## config.mk

```make
export PLATFORM = sky130hd
export DESIGN_NAME = tlbmiss_arbiter
export DESIGN_NICKNAME = d
export VERILOG_FILES = /design/src/rtl/tlbmiss_arbiter.sv
export SDC_FILE = /design/constraint.sdc
export NUM_CORES = 1
export LEC_CHECK = 0
export ABC_AREA = 0
export CORE_AREA = 2 2 131 133
export CTS_CLUSTER_DIAMETER = 100
export DETAILED_ROUTE_END_ITERATION = 8
export DIE_AREA = 0 0 133 135
export MAX_ROUTING_LAYER = met4
export PLACE_DENSITY_LB_ADDON = 0.12
export SKIP_LAST_GASP = 1
export SYNTH_ARGS = -nofsm -noshare
export SYNTH_HDL_FRONTEND = slang
export SYNTH_SLANG_ARGS = --single-unit
```

## constraint.sdc

```tcl
create_clock -name clk -period 7.9 [get_ports clk]
set_clock_uncertainty 0.2 [all_clocks]
set_input_delay 1.58 -clock clk [delete_from_list [all_inputs] [get_ports clk]]
set_output_delay 1.58 -clock clk [all_outputs]
set_load 0.02 [all_outputs]
```

## src/rtl/tlbmiss_arbiter.sv

```systemverilog
// tlbmiss_arbiter: shares the single page-table walker between the ITLB and
// DTLB. One walk runs at a time. DTLB misses win ties, and an ITLB miss that
// keeps losing is forced through after STARVE_LIMIT DTLB grants. The result is
// returned as a one-cycle fill or fault strobe to the TLB that owns the walk.
module tlbmiss_arbiter #(
    parameter int XLEN         = 64,
    parameter int STARVE_LIMIT = 4
) (
    input  logic            clk,
    input  logic            reset,
    input  logic            ITLBMiss,
    input  logic            DTLBMiss,
    input  logic [XLEN-1:0] IVAdr,
    input  logic [XLEN-1:0] DVAdr,
    input  logic            TLBFlush,
    output logic            WalkReq,
    output logic            WalkIsITLB,
    output logic [XLEN-1:0] WalkVAdr,
    output logic            WalkAbort,
    input  logic            WalkDone,
    input  logic            WalkFault,
    input  logic [XLEN-1:0] WalkPTE,
    output logic [XLEN-1:0] FillPTE,
    output logic            ITLBWrite,
    output logic            DTLBWrite,
    output logic            IWalkFault,
    output logic            DWalkFault
);

    typedef enum logic [1:0] {
        IDLE,
        WALK,
        FILL,
        FAULT
    } state_t;

    localparam logic [3:0] LIMIT = 4'(STARVE_LIMIT);

    state_t     state;
    state_t     state_next;
    logic       idle_hold;   // first IDLE cycle after a walk: no grant allowed
    logic [3:0] starve_cnt;
    logic       grant;
    logic       grant_i;

    // Arbitration: DTLB priority unless the ITLB has been starved long enough.
    always_comb begin
        grant   = (state == IDLE) && !idle_hold && !TLBFlush && (ITLBMiss || DTLBMiss);
        grant_i = ITLBMiss && (!DTLBMiss || (starve_cnt == LIMIT));
    end

    // Next-state and output decode; flush overrides everything in flight.
    always_comb begin
        // NOTE: every output gets a default first so no path can infer a latch.
        state_next = state;
        WalkReq    = 1'b0;
        WalkAbort  = 1'b0;
        ITLBWrite  = 1'b0;
        DTLBWrite  = 1'b0;
        IWalkFault = 1'b0;
        DWalkFault = 1'b0;
        case (state)
            IDLE: begin
                if (grant) state_next = WALK;
            end
            WALK: begin
                if (TLBFlush) begin
                    WalkAbort  = 1'b1;
                    state_next = IDLE;
                end else begin
                    WalkReq = 1'b1;
                    if (WalkDone) state_next = WalkFault ? FAULT : FILL;
                end
            end
            FILL: begin
                if (!TLBFlush) begin
                    ITLBWrite = WalkIsITLB;
                    DTLBWrite = !WalkIsITLB;
                end
                state_next = IDLE;
            end
            FAULT: begin
                if (!TLBFlush) begin
                    IWalkFault = WalkIsITLB;
                    DWalkFault = !WalkIsITLB;
                end
                state_next = IDLE;
            end
            default: state_next = IDLE;
        endcase
    end

    // State register; idle_hold marks the cycle the FSM comes back to IDLE.
    always_ff @(posedge clk or posedge reset) begin
        // NOTE: sequential state uses non-blocking assignments so all registers
        // update together from values sampled at the same edge.
        if (reset) begin
            state     <= IDLE;
            idle_hold <= 1'b0;
        end else begin
            state     <= state_next;
            idle_hold <= (state != IDLE);
        end
    end

    // Grant capture and starvation counter.
    always_ff @(posedge clk or posedge reset) begin
        if (reset) begin
            WalkIsITLB <= 1'b0;
            WalkVAdr   <= '0;
            starve_cnt <= '0;
        end else if (grant) begin
            WalkIsITLB <= grant_i;
            WalkVAdr   <= grant_i ? IVAdr : DVAdr;
            if (grant_i) begin
                starve_cnt <= '0;
            end else if (ITLBMiss && (starve_cnt != LIMIT)) begin
                starve_cnt <= starve_cnt + 4'd1;
            end
        end
    end

    // Leaf PTE capture on a successful, unflushed walk completion.
    always_ff @(posedge clk or posedge reset) begin
        if (reset) begin
            FillPTE <= '0;
        end else if ((state == WALK) && WalkDone && !WalkFault && !TLBFlush) begin
            FillPTE <= WalkPTE;
        end
    end

endmodule

```

==> results of run 1 <==
final timing paths:
path,startpoint,end,slack (ns),cells after the start
max,TLBFlush,DTLBWrite,2.88,4
min reg2reg,FillPTE[43],FillPTE[43],0.30,1
min,FillPTE[43],FillPTE[43],0.30,1
max in group asynchronous,reset,FillPTE[56],4.71,3
min in group asynchronous,reset,FillPTE[27],1.39,2
max reg2reg,state[0],WalkIsITLB,4.45,4
stage by stage:
| step | hold slack (ns) | std cells | setup WS (ns) | cell area, um2 | utilization |
|---|---|---|---|---|---|
| after global placement | 0.286 | 1058 | 2.94 | 9480 | 0.578 |
| after floorplan | 0.271 | 555 | 2.48 | 6080 | - |
| after detailed placement | 0.292 | 1058 | 2.89 | 9480 | 0.578 |
| after global routing | 0.311 | 1090 | 2.81 | 10100 | 0.613 |
| final | 0.302 | 1090 | 2.88 | 10100 | 0.613 |
| after CTS | 0.306 | 1090 | 2.88 | 10100 | 0.613 |
logic make-up after synthesis:
| kind of cell | count (synthesis) | synth area share |
|---|---|---|
| AO/OA/AOI/OAI | 201 | 0.182 |
| flip-flops | 136 | 0.559 |
| AND/OR/NAND/NOR | 90 | 0.0864 |
| multiplexers | 65 | 0.120 |
| buffers and inverters | 61 | 0.0479 |
| adder cells (fa/ha/maj) | 2 | 0.00411 |
synthesized netlist by cell type (2+ instances only):
| cell | instances |
|---|---|
| clkbuf_1 | 38 |
| and2_1 | 2 |
| and3_1 | 2 |
| or2_2 | 2 |
| and3b_1 | 3 |
| o2bb2ai_1 | 2 |
| buf_6 | 6 |
| dfrtp_1 | 136 |
| nand2_1 | 2 |
| nor2b_1 | 4 |
| a21oi_1 | 66 |
| nand4b_1 | 2 |
| buf_2 | 11 |
| a31oi_1 | 64 |
| ha_1 | 2 |
| o21ai_0 | 64 |
| nand3_1 | 64 |
| nand2b_1 | 3 |
| o21bai_1 | 2 |
| mux2_2 | 65 |
| inv_1 | 5 |
power breakdown:
part | switching (W) | total [W] | internal, W | leakage [nW]
clock | 0.000312 | 0.000776 | 0.000464 | 0.283
sequential | 0.000168 | 0.00116 | 0.000989 | 1.60
combinational | 0.000741 | 0.00151 | 0.000772 | 2.21
total | 0.00122 | 0.00344 | 0.00222 | 4.10
cell type report:
class / instances / area [um2]
clock inverters: 15 / 153
clock buffers: 17 / 425
well taps: 220 / 275
flip-flops and latches: 136 / 3400
fillers: 1322 / 6350
multi-input cells: 358 / 2400
repair buffers: 339 / 3380
inverters: 5 / 23.8
registers in the layout, indices dropped and copies added (netlist names):
| register | flops |
|---|---|
| FillPTE | 64 |
| WalkIsITLB | 1 |
| WalkVAdr | 64 |
| idle_hold | 1 |
| starve_cnt | 4 |
| state | 2 |
per-layer routing:
metal | vias up | GRT usage
met5 | - | -
met4 | 0 | 0.0842
met3 | 39 | 0.0559
met2 | 308 | 0.381
met1 | 2784 | 0.267
li1 | 2651 | -
critical path, cell delays in order:
cell and delay [ns]:
clkdlybuf4s50_1 0.52, nor2b_1 0.26, nor3b_1 0.22, clkdlybuf4s50_1 0.65
==> out/metrics.yaml, run 1 <==
track_usage: 0.227
dr_wl_met2_mm: 10.2
hpwl_mm: 13.9
cp.arrival_ns: 3.24
fin_nets: 1058
post_synth.cell_area_avg_um2: 11.0
powerDensity_nw_per_um2: 342
ant_nets: 0
core_um2: 16400
finalHoldViolCount: 0
finalSetupTns_ns: 0
synthCells: 555
slew_viol_final: 0
fin_crit_ns: 5.02
synth_cell_types: 31
drt-total-wl_mm: 20.3
clock_latency_ns: 0.42
area_delta_synth_final_pct: 65.4
ys_top_cells_by_area: "dfrtp_1 (56%), mux2_2 (12%), a31oi_1 (6.6%)"
seq_area_frac_synth: 0.559
layout_common_cells: "clkdlybuf4s50_1 (333), dfrtp_1 (136), a21oi_1 (66), mux2_2 (65)"
fp.dieH_um: 135
drt_pass1_iterations: 5
drt-met1-wl_mm: 7.95
grt_max_degree: 75
layout-drive-gt1-share: 0.130
cp.required_ns: 6.12
met3_wirelength_mm: 1.63
cts_buffer_depth: 2
finalSetupViolCount: 0
status: "complete, no violations"
rows: 47
grt_pass1_vias: 5613
first_iter_violations: 338
cts_resized: 0
start_kind: "primary input"
vias: 5782
worstMarginPinSlew_ns: 1.29
clk_pin_slew_ns: 0.06
htree_levels: 4
post_cts_buffers: 0
grt-ovfl-total: 0
clock_sinks: 136
p_total_w: 0.00344
tritoncts: "built"
yosys.area.top_type_share: 0.559
min_path_type: "reg2reg"
drc_errors: 0
slew_headroom: 0.139
numCtsBuffers: 17
ios: 334
async_reset_ff_frac: 1.00
max_freq_mhz: 199
ys_warn_count: 0
period_share: 0.636
ys_ff_latch: 136
cts-root-buf: "clkbuf_16"
die_area_um2: 18000
hold_buffers: 0
rsz0062_at_grt: "false"
dr.max_layer_used: "met4"
critPathCaptureType: "output pin"
floorplan.initialDensity: 0.371
vdd_drop_max_v: 0.000169
synth_ff_type: "dfrtp_1"
cellLeakagePower_nw: 4.10
gp_congestion: 0.800
synth_area_um2: 6080
die-width_um: 133
synth_edf_count: 0
io_buffers: 333
synth_fp_nets: 756
routedWlPerCell_um: 18.6
crit_fanout: 4
maxCapViolCount: 0
antenna_cells: 0
antenna_found_initial: 0
grt_pass1_wl_mm: 30.6
synth_top_area_cell: "dfrtp_1"
via_per_inst: 5.30
crit_type: "in2out"
layout_commonest_cell: "clkdlybuf4s50_1"
No activity file was read; power rests on OpenSTA's default activity.
==> run 2, diff against run 1 <==
Settings changed: CORE_AREA 2 2 131 133 to default, CORE_MARGIN from default to 2, CORE_UTILIZATION from default to 39, DIE_AREA 0 0 133 135 to default.
Clock period 7.9 ns to 5.1 ns, I/O delays scaled along.
==> out/metrics.yaml, run 2 (same netlist as run 1, synthesis figures left out) <==
status: "complete, no violations"
ios: 334  # unchanged
htree_levels: 4  # unchanged
powerDensity_nw_per_um2: 541  # +58%
max_freq_mhz: 247
layout_commonest_cell: "clkdlybuf4s50_1"
core_um2: 15200  # -7.3%
area_delta_synth_final_pct: 66.0
register_area_um2: 3400  # unchanged
multi_input_area_um2: 2400  # unchanged
post_cts_buffers: 0  # unchanged
via_per_inst: 5.48  # +3.4%
grt_pass1_vias: 5903  # +5.2%
routedWlPerCell_um: 19.2  # +3.3%
fp.dieH_um: 129  # -4.5%
cp.arrival_ns: 2.82  # -0.42 ns
cp_cell_sequence: "clkdlybuf4s50_1 -> nor2b_1 -> nor3b_1 -> clkdlybuf4s50_1"
die-width_um: 129  # -3.1%
crit_type: "in2out"
finalSetupTns_ns: 0  # unchanged
rows: 45  # -4.3%
grt_max_degree: 120  # +60%
numCtsBuffers: 17  # unchanged
start_kind: "primary input"
min_path_type: "reg2reg"
rsz0062_at_grt: "false"
io_buffers: 333  # unchanged
hpwl_mm: 13.9  # +0.15%
grt-ovfl-total: 0  # unchanged
antenna_cells: 0  # unchanged
clock_latency_ns: 0.40  # -0.02 ns
cpMostUsedCell: "clkdlybuf4s50_1"
fin_crit_ns: 4.04
layout-drive-gt1-share: 0.128  # -0.00144
cellLeakagePower_nw: 4.14  # +0.99%
p_total_w: 0.00546  # +59%
critPathCaptureType: "output pin"
clock_sinks: 136  # unchanged
reg.largest.list: "FillPTE x64, WalkVAdr x64, starve_cnt x4"
antenna_found_initial: 0  # unchanged
rrSetupSlack_ns: 2.62  # -1.83 ns
floorplan.initialDensity: 0.400  # +0.0294
grt_pass1_wl_mm: 31.0  # +1.5%
slew_headroom: 0.163  # +0.0236
drt_pass1_iterations: 4  # -1
cts-root-buf: "clkbuf_16"
drc_errors: 0  # unchanged
tritoncts: "built"
finalSetupViolCount: 0  # unchanged
crit_fanout: 4  # unchanged
vias: 5814  # +0.55%
vdd_drop_max_v: 0.000238  # +41%
first_iter_violations: 427  # +26%
drt-total-wl_mm: 20.3  # +0.44%
cts_buffer_depth: 2  # unchanged
hold_buffers: 0  # unchanged
finalHoldViolCount: 0  # unchanged
max_stage_delay_ns: 0.65  # about the same
gp_congestion: 0.785  # -1.8%
track_usage: 0.247  # +0.0199
worstMarginPinSlew_ns: 1.25  # -0.0380 ns
cp.required_ns: 3.88  # -2.24 ns
clk_pin_slew_ns: 0.05  # about the same
layout_common_cells: "clkdlybuf4s50_1 (333), dfrtp_1 (136), a21oi_1 (66), mux2_2 (65)"
period_share: 0.792
die_area_um2: 16600  # -7.5%
slew_viol_final: 0  # unchanged
critPathSlowestCell: "clkdlybuf4s50_1"
cts_resized: 0  # unchanged
ant_nets: 0  # unchanged
maxCapViolCount: 0  # unchanged
nFillCells: 1162  # -12%
fin_nets: 1060  # +0.19%
-- run 2: changes by cell type in the layout (fill, tap and decap cells not counted) --
cell,previous run,this run
clkbuf_8,0,5
clkinv_4,4,0
clkbuf_1,0,3
clkinv_2,5,2
buf_4,6,8
bufinv_16,2,4
inv_6,3,1
clkinvlp_4,2,1
-- run 2: path summary, 6_finish.rpt --
kind,endpoint,startpoint,depth (start not counted)
worst max-delay path,DTLBWrite,TLBFlush,4
worst min-delay path,FillPTE[47],FillPTE[47],1
worst max register to register,WalkVAdr[57],starve_cnt[0],5
worst min register to register,FillPTE[47],FillPTE[47],1
max in group asynchronous,FillPTE[4],reset,3
min in group asynchronous,FillPTE[36],reset,2
-- run 2: power breakdown --
| group | leakage [nW] | switching (W) | internal, W |
|---|---|---|---|
| combinational | 2.22 | 0.00116 | 0.00120 |
| clock | 0.313 | 0.000438 | 0.000883 |
| sequential | 1.60 | 0.000253 | 0.00153 |
| total | 4.14 | 0.00185 | 0.00361 |
-- run 2: per-layer routing --
layer | vias up | wire [um] | global-route usage
li1 | 2657 | - | -
met1 | 2805 | 8040 | 0.288
met2 | 312 | 10100 | 0.408
met3 | 40 | 1550 | 0.0595
met4 | 0 | 654 | 0.111
met5 | - | 0 | -
-- run 2: per-stage QoR --
step	instance area (um2)	utilization	setup WS, ns	cells	hold slack (ns)
after floorplan	6080	-	0.241	555	0.271
after global placement	9460	0.622	1.03	1028	0.286
after detailed placement	9460	0.622	1.06	1028	0.293
after CTS	10100	0.664	1.05	1060	0.305
after global routing	10100	0.664	0.952	1060	0.313
final	10100	0.664	1.06	1060	0.302
-- run 2: final cells by class --
type | instances | area share
clock inverter | 7 | 0.0136
timing repair buffer | 341 | 0.336
clock buffer | 25 | 0.0500
sequential | 136 | 0.337
multi-input combinational | 358 | 0.238
tap | 188 | 0.0233
inverter | 5 | 0.00235
-- run 2: critical path, delay by kind of cell --
family | cells | cell delay [ns]
and+or+nand+nor | 2 | 0.61
buffers and inverters | 2 | 1.19
